===== src/rtl/lda_pixel_sink_pkg.sv =====
// Shared types and constants for the line-drawer pixel sink: screen geometry,
// the buffered pixel record, the write FSM state and the linear-address helper.
package lda_pixel_sink_pkg;

    localparam int SCREEN_W = 320;
    localparam int SCREEN_H = 240;
    localparam int ADDR_W   = 17;
    localparam int X_W      = 9;
    localparam int Y_W      = 8;
    localparam int COL_W    = 3;

    typedef struct packed {
        logic [X_W-1:0]   x;
        logic [Y_W-1:0]   y;
        logic [COL_W-1:0] col;
    } pixel_t;

    typedef enum logic [1:0] {
        S_IDLE  = 2'd0,
        S_ADDR  = 2'd1,
        S_WRITE = 2'd2
    } state_t;

    // y*320 + x built from two shifts; the result never exceeds 76799.
    function automatic logic [ADDR_W-1:0] lin_addr(input logic [X_W-1:0] x,
                                                   input logic [Y_W-1:0] y);
        return ADDR_W'({y, 8'd0}) + ADDR_W'({y, 6'd0}) + ADDR_W'(x);
    endfunction

endpackage


===== src/rtl/lda_pixel_sink_if.sv =====
// Plot strobe from the drawer and the write port toward the framebuffer memory.
interface lda_pixel_sink_if;
    import lda_pixel_sink_pkg::*;

    // i_plot is a one-shot strobe with no ready: a pixel is offered for exactly
    // the cycle i_plot is high. o_mem_we is a valid that, once raised, holds
    // o_mem_addr/o_mem_data stable until a rising edge sees i_mem_ack high.
    logic              i_plot;
    logic [X_W-1:0]    i_x;
    logic [Y_W-1:0]    i_y;
    logic [COL_W-1:0]  i_col;
    logic              o_mem_we;
    logic [ADDR_W-1:0] o_mem_addr;
    logic [COL_W-1:0]  o_mem_data;
    logic              i_mem_ack;

    modport slave (
        input  i_plot, i_x, i_y, i_col, i_mem_ack,
        output o_mem_we, o_mem_addr, o_mem_data
    );

    modport master (
        output i_plot, i_x, i_y, i_col, i_mem_ack,
        input  o_mem_we, o_mem_addr, o_mem_data
    );

endinterface


===== src/rtl/lda_pixel_sink_pixel_fifo.sv =====
// First-word-fall-through pixel FIFO with occupancy count; push and pop may
// coincide even when full, and flush empties it synchronously.
module pixel_fifo
    import lda_pixel_sink_pkg::*;
#(
    parameter int DEPTH = 8,
    localparam int AW   = $clog2(DEPTH),
    localparam int CW   = $clog2(DEPTH) + 1
) (
    input  logic          clk,
    input  logic          reset_n,
    input  logic          flush,
    input  logic          push,
    input  logic          pop,
    input  pixel_t        din,
    output pixel_t        dout,
    output logic [CW-1:0] count,
    output logic          full,
    output logic          empty
);

    pixel_t        mem [DEPTH];
    logic [AW-1:0] wr_ptr;
    logic [AW-1:0] rd_ptr;

    assign dout  = mem[rd_ptr];
    assign full  = (count == CW'(DEPTH));
    assign empty = (count == '0);

    always_ff @(posedge clk) begin
        if (push) mem[wr_ptr] <= din;
    end

    always_ff @(posedge clk or negedge reset_n) begin
        if (!reset_n) begin
            wr_ptr <= '0;
            rd_ptr <= '0;
            count  <= '0;
        end else if (flush) begin
            wr_ptr <= '0;
            rd_ptr <= '0;
            count  <= '0;
        end else begin
            if (push) wr_ptr <= wr_ptr + AW'(1);
            if (pop)  rd_ptr <= rd_ptr + AW'(1);
            case ({push, pop})
                2'b10:   count <= count + CW'(1);
                2'b01:   count <= count - CW'(1);
                default: ;
            endcase
        end
    end

endmodule


===== src/rtl/lda_pixel_sink.sv =====
// Pixel sink: clips off-screen plots, queues the rest, and writes each one to
// the framebuffer through an ack-handshaked port, reporting backpressure and drain.
module lda_pixel_sink
    import lda_pixel_sink_pkg::*;
#(
    parameter int DEPTH     = 8,
    parameter int AF_MARGIN = 2
) (
    input  logic                clk,
    input  logic                reset_n,
    lda_pixel_sink_if.slave     bus,
    input  logic                i_done,
    input  logic                i_clear,
    output logic                o_full,
    output logic                o_almost_full,
    output logic                o_idle,
    output logic                o_frame_done,
    output logic                o_overflow,
    output logic [7:0]          o_clip_cnt,
    output state_t              o_dbg_state
);

    localparam int CW = $clog2(DEPTH) + 1;
    localparam logic [X_W-1:0] X_LIM = X_W'(SCREEN_W);
    localparam logic [Y_W-1:0] Y_LIM = Y_W'(SCREEN_H);

    state_t            state;
    pixel_t            pix_q;
    pixel_t            fifo_dout;
    logic [CW-1:0]     fifo_count;
    logic              fifo_full;
    logic              fifo_empty;
    logic              mem_we;
    logic [ADDR_W-1:0] mem_addr;
    logic [COL_W-1:0]  mem_data;
    logic              done_pending;
    logic              in_range;
    logic              pop;
    logic              push;

    assign in_range = (bus.i_x < X_LIM) && (bus.i_y < Y_LIM);
    assign pop  = !i_clear && !fifo_empty &&
                  ((state == S_IDLE) || (state == S_WRITE && bus.i_mem_ack));
    assign push = !i_clear && bus.i_plot && in_range && (!fifo_full || pop);

    pixel_fifo #(.DEPTH(DEPTH)) u_fifo (
        .clk     (clk),
        .reset_n (reset_n),
        .flush   (i_clear),
        .push    (push),
        .pop     (pop),
        .din     ('{x: bus.i_x, y: bus.i_y, col: bus.i_col}),
        .dout    (fifo_dout),
        .count   (fifo_count),
        .full    (fifo_full),
        .empty   (fifo_empty)
    );

    assign o_full        = fifo_full;
    assign o_almost_full = (fifo_count >= CW'(DEPTH - AF_MARGIN));
    assign o_idle        = fifo_empty && (state == S_IDLE);
    assign o_frame_done  = done_pending && o_idle;
    assign o_dbg_state   = state;
    assign bus.o_mem_we   = mem_we;
    assign bus.o_mem_addr = mem_addr;
    assign bus.o_mem_data = mem_data;

    // Write FSM: IDLE pops into pix_q, ADDR forms the address, WRITE holds the request.
    always_ff @(posedge clk or negedge reset_n) begin
        if (!reset_n) begin
            state    <= S_IDLE;
            pix_q    <= '0;
            mem_we   <= 1'b0;
            mem_addr <= '0;
            mem_data <= '0;
        end else if (i_clear) begin
            state  <= S_IDLE;
            mem_we <= 1'b0;
        end else begin
            case (state)
                S_IDLE: begin
                    if (!fifo_empty) begin
                        pix_q <= fifo_dout;
                        state <= S_ADDR;
                    end
                end
                S_ADDR: begin
                    mem_addr <= lin_addr(pix_q.x, pix_q.y);
                    mem_data <= pix_q.col;
                    mem_we   <= 1'b1;
                    state    <= S_WRITE;
                end
                S_WRITE: begin
                    if (bus.i_mem_ack) begin
                        mem_we <= 1'b0;
                        if (!fifo_empty) begin
                            pix_q <= fifo_dout;
                            state <= S_ADDR;
                        end else begin
                            state <= S_IDLE;
                        end
                    end
                end
                default: state <= S_IDLE;
            endcase
        end
    end

    always_ff @(posedge clk or negedge reset_n) begin
        if (!reset_n) begin
            o_overflow   <= 1'b0;
            o_clip_cnt   <= '0;
            done_pending <= 1'b0;
        end else if (i_clear) begin
            o_overflow   <= 1'b0;
            o_clip_cnt   <= '0;
            done_pending <= 1'b0;
        end else begin
            if (bus.i_plot && !in_range && o_clip_cnt != 8'hFF)
                o_clip_cnt <= o_clip_cnt + 8'd1;
            if (bus.i_plot && in_range && !push)
                o_overflow <= 1'b1;
            // The pulse cycle itself swallows any i_done arriving alongside it.
            if (o_frame_done)
                done_pending <= 1'b0;
            else if (i_done)
                done_pending <= 1'b1;
        end
    end

endmodule

===== src/flat_wrapper.sv =====
// flat-port wrapper written by rule: the top's interface ports become plain ports
module lda_pixel_sink_flat import lda_pixel_sink_pkg::*;
#(
    parameter int DEPTH     = 8,
    parameter int AF_MARGIN = 2
)
  (clk, reset_n, i_done, i_clear, o_full, o_almost_full, o_idle, o_frame_done, o_overflow, o_clip_cnt, o_dbg_state, bus_i_plot, bus_i_x, bus_i_y, bus_i_col, bus_i_mem_ack, bus_o_mem_we, bus_o_mem_addr, bus_o_mem_data);
  lda_pixel_sink_if bus_i ();
  input  logic clk;
  input  logic reset_n;
  input  logic i_done;
  input  logic i_clear;
  output logic o_full;
  output logic o_almost_full;
  output logic o_idle;
  output logic o_frame_done;
  output logic o_overflow;
  output logic [7:0] o_clip_cnt;
  output state_t o_dbg_state;
  input wire logic [$bits(bus_i.i_plot)-1:0] bus_i_plot;
  input wire logic [$bits(bus_i.i_x)-1:0] bus_i_x;
  input wire logic [$bits(bus_i.i_y)-1:0] bus_i_y;
  input wire logic [$bits(bus_i.i_col)-1:0] bus_i_col;
  input wire logic [$bits(bus_i.i_mem_ack)-1:0] bus_i_mem_ack;
  output wire logic [$bits(bus_i.o_mem_we)-1:0] bus_o_mem_we;
  output wire logic [$bits(bus_i.o_mem_addr)-1:0] bus_o_mem_addr;
  output wire logic [$bits(bus_i.o_mem_data)-1:0] bus_o_mem_data;
  assign bus_i.i_plot = bus_i_plot;
  assign bus_i.i_x = bus_i_x;
  assign bus_i.i_y = bus_i_y;
  assign bus_i.i_col = bus_i_col;
  assign bus_i.i_mem_ack = bus_i_mem_ack;
  assign bus_o_mem_we = bus_i.o_mem_we;
  assign bus_o_mem_addr = bus_i.o_mem_addr;
  assign bus_o_mem_data = bus_i.o_mem_data;
  lda_pixel_sink #(.DEPTH(DEPTH), .AF_MARGIN(AF_MARGIN)) u_core (.clk(clk), .reset_n(reset_n), .bus(bus_i), .i_done(i_done), .i_clear(i_clear), .o_full(o_full), .o_almost_full(o_almost_full), .o_idle(o_idle), .o_frame_done(o_frame_done), .o_overflow(o_overflow), .o_clip_cnt(o_clip_cnt), .o_dbg_state(o_dbg_state));
endmodule

===== config.mk =====
export PLATFORM = sky130hd
export DESIGN_NAME = lda_pixel_sink_flat
export DESIGN_NICKNAME = d
export VERILOG_FILES = /design/src/rtl/lda_pixel_sink_pkg.sv /design/src/rtl/lda_pixel_sink_if.sv /design/src/rtl/lda_pixel_sink_pixel_fifo.sv /design/src/rtl/lda_pixel_sink.sv /design/src/flat_wrapper.sv
export SDC_FILE = /design/constraint.sdc
export NUM_CORES = 1
export LEC_CHECK = 0
export BUFFER_PORTS_ARGS = -buffer_cell sky130_fd_sc_hd__buf_2
export CORE_ASPECT_RATIO = 1.25
export CORE_MARGIN = 5
export CORE_UTILIZATION = 50
export DETAILED_ROUTE_END_ITERATION = 8
export HOLD_SLACK_MARGIN = 0.06
export PLACE_DENSITY = 0.77
export SYNTH_ARGS = -nofsm -noshare
export SYNTH_HDL_FRONTEND = slang
export SYNTH_HIERARCHICAL = 1
export SYNTH_SLANG_ARGS = --single-unit

===== constraint.sdc =====
create_clock -name clk -period 7.25 [get_ports clk]
set_input_delay 0.3625 -clock clk [delete_from_list [all_inputs] [get_ports clk]]
set_output_delay 0.3625 -clock clk [all_outputs]
set_load 0.05 [all_outputs]

==> flow_summary.json <==
{
  "outcome": "complete, no violations",
  "finalWorstSetupSlack_ns": 3.677,
  "rsz0062_at_grt": "no",
  "critPathMaxStageDelay_ns": 0.95,
  "n_antenna_cell": 0,
  "synthMuxAreaShare": 0.1625,
  "hold_path_end": "u_core/bus.o_mem_we",
  "arrival_ns": 4.00,
  "cp.required_ns": 7.68,
  "post_synth_fa_ha_maj_area_fraction": 0.03045,
  "path_common_cell": "inv_1",
  "cp-end-kind": "flip-flop",
  "drive_above_1_share": 0.2342,
  "h-tree-depth": 1,
  "clk_latency_ns": 0.50,
  "critPathLaunchType": "flip-flop",
  "finalSetupTns_ns": 0,
  "slew_violations": 0,
  "synthXorXnorAreaFrac": 0.006430,
  "clock_path_buffers": 3,
  "slew_headroom": 0.1956,
  "drt_pass1_iterations": 5,
  "pre_cts_slack_ns": 3.807,
  "yosysSeqAreaShare": 0.6693,
  "synth_area_sq_um": 9534,
  "cp_slowest_cell": "o21ai_2",
  "post-place-cells": 843,
  "ir_drop_v": 0.0002295,
  "fin_crit_sh": 0.4929,
  "reg2reg_depth": 9,
  "hp-class": "primary input to flip-flop",
  "antenna_left": 0,
  "grt_max_degree": 64,
  "n_fill_cell": 1390,
  "grt_overflow_total": 0,
  "synthArstFlopShare": 0.2825,
  "seq_area_sq_um": 6384,
  "post_cts_buffers": 0,
  "synth-simple-area-share": 0.06811,
  "power.total_w": 0.004044,
  "post_cts_resize_count": 0,
  "synth_common_cells": "edfxtp_1 (160), dfrtp_1 (63), nand2_1 (53)",
  "path_clk_slew_ns": 0.07,
  "chipHeight_microns": 164.4,
  "initial_core_util": 0.5077,
  "wl_microns": 18030,
  "synth_edf_count": 160,
  "skew_ns": 0.01258,
  "gp_congestion": 0.7953,
  "reg2reg_slack_ns": 3.68,
  "drv_cap": 0,
  "core_area_sq_um": 18780,
  "synth.area.top_cells": "edfxtp_1 (50%), dfrtp_1 (17%), mux4_1 (11%)",
  "die-area_sq_um": 21950,
  "powerDensity_nw_per_um2": 374.8,
  "path_max_fanout": 24,
  "worst-path-buf-inv": 3,
  "hold_violations": 0,
  "antenna_found_initial": 1,
  "yosys_warnings": 6,
  "cts_root_buffer": "clkbuf_16",
  "worst_pin_slew_ns": 1.206,
  "vias": 5215,
  "hp-start": "bus_i_mem_ack",
  "setup.worst_path.start": "u_core/o_dbg_state[1]",
  "max_clock_freq_ghz": 0.2799,
  "nNetsFinal": 683,
  "p_leak_nw": 4.038,
  "min_delay_path_depth": 2,
  "synth_top_family_by_area": "multiplexers",
  "rows": 56,
  "synth_top_area_share": 0.5039,
  "synth_most_common_cell": "edfxtp_1",
  "synth.distinct_cells": 55,
  "post-dp-hpwl_microns": 11470,
  "cpLargestDelayFamily": "compound AO/OA/AOI/OAI gates",
  "fp.dieW_microns": 133.5,
  "synthFlopType": "edfxtp_1",
  "drcViolationCount": 0,
  "r2r-start": "u_core/o_dbg_state[1]",
  "crit_chain": "inv_1, o21ai_2, inv_1, nand2b_1, inv_1, ha_1, a31o_2, a2111oi_0, nand4b_1",
  "io_pins": 62,
  "holdBufCountCts": 1,
  "port_buffers": 61,
  "avgSynthCellArea_sq_um": 16.79,
  "first_iter_violations": 478,
  "syn-num-nets": 616,
  "grt_pass1_wl_microns": 28620,
  "synth_top_area_cell": "edfxtp_1",
  "setup.worst_path.class": "flip-flop to flip-flop",
  "post-route-min-period_ns": 3.573,
  "area_growth_pct": 13.19,
  "synth-compound-area-share": 0.04147,
  "grt_usage": 0.1669,
  "vias_per_cell": 5.919,
  "whs_ns": 0.1067,
  "layout.cells.non_filler": 881,
  "grt_pass1_vias": 5386,
  "tritoncts.num_buffers": 21,
  "setup_violations": 0,
  "multi_input_area_sq_um": 2964,
  "cts_tree": "built",
  "synth_seq_cells": 223,
  "r2r-end": "u_core/u_fifo/count[3]",
  "synthCells": 568,
  "cts.sinks": 223,
  "wl_per_cell_microns": 20.46
}
==> kinds of logic (layout without fill, tap and decap cells) <==
family,count (synthesis),in the layout
AOI/OAI and AO/OA,58,58
xor gates and xnor gates,7,7
adders and majority gates,22,22
buffers and inverters,39,120
DFF,223,223
muxes,85,85
and+or+nand+nor,134,134
==> per-stage QoR <==
stage	utilization	cell area [sq um]
finish	0.5747	10790
global route	0.5747	10790
floorplan	-	9534
detailed placement	0.5355	10060
global placement	0.5355	10060
CTS	0.5747	10790
==> how the worst max path moves through the flow <==
stage,end,cells past startpoint
2_1_floorplan,u_core/u_fifo/count[3],9
4_1_cts,u_core/u_fifo/count[3],9
3_3_place_gp,u_core/u_fifo/mem[2][6],7
6_report,u_core/u_fifo/count[3],9
5_1_grt,u_core/u_fifo/count[3],9
3_5_place_dp,u_core/u_fifo/count[3],9
==> sequential cells by signal, summed over array words and instances, names as in the netlist <==
name,cells
u_core/o_clip_cnt,8
u_core/bus.o_mem_we,1
u_core/o_overflow,1
u_core/bus.o_mem_addr,17
u_core/o_dbg_state,2
u_core/u_fifo/mem,160
u_core/u_fifo/count,4
u_core/u_fifo/wr_ptr,3
u_core/done_pending,1
u_core/pix_q,20
u_core/u_fifo/rd_ptr,3
u_core/bus.o_mem_data,3
==> cell type report <==
cell class | count | area share
sequential | 223 | 0.5915
multi-input combinational | 306 | 0.2747
clock buffer | 23 | 0.04939
timing repair buffer | 71 | 0.03548
tap | 232 | 0.02690
clock inverter | 14 | 0.01786
inverter | 12 | 0.004174
==> routing by layer <==
| layer | vias up | global-route usage | routed length (microns) |
|---|---|---|---|
| met4 | 2 | 0.06688 | 619 |
| li1 | 2374 | - | - |
| met1 | 2630 | 0.1995 | 7059 |
| met2 | 158 | 0.3008 | 9309 |
| met5 | - | 0 | 13 |
| met3 | 51 | 0.02986 | 1022 |
==> power breakdown <==
part	switching (W)	leakage, nW	internal, W
clock network	0.000441	0.356	0.000707
registers	0.000134	2.24	0.00151
logic	0.000759	1.44	0.000490
==> placed cells by master, fill, tap and decap left out, types with 4 or more instances in the layout <==
cell type / count
clkinv_1: 5
nor3b_1: 4
clkbuf_16: 21
a21oi_1: 12
mux2i_1: 4
nor3_1: 9
xnor2_1: 4
mux4_1: 39
o21ai_0: 10
edfxtp_1: 160
bufinv_16: 5
a211oi_1: 4
ha_1: 20
nand3_1: 12
o31ai_1: 4
mux2_2: 41
buf_4: 9
nand2b_1: 8
inv_1: 12
nand2_1: 53
nor2_1: 20
nor4_1: 4
dfrtp_1: 61
or4_1: 4
buf_2: 61
o21a_1: 4
No activity file was read; power rests on OpenSTA's default activity.
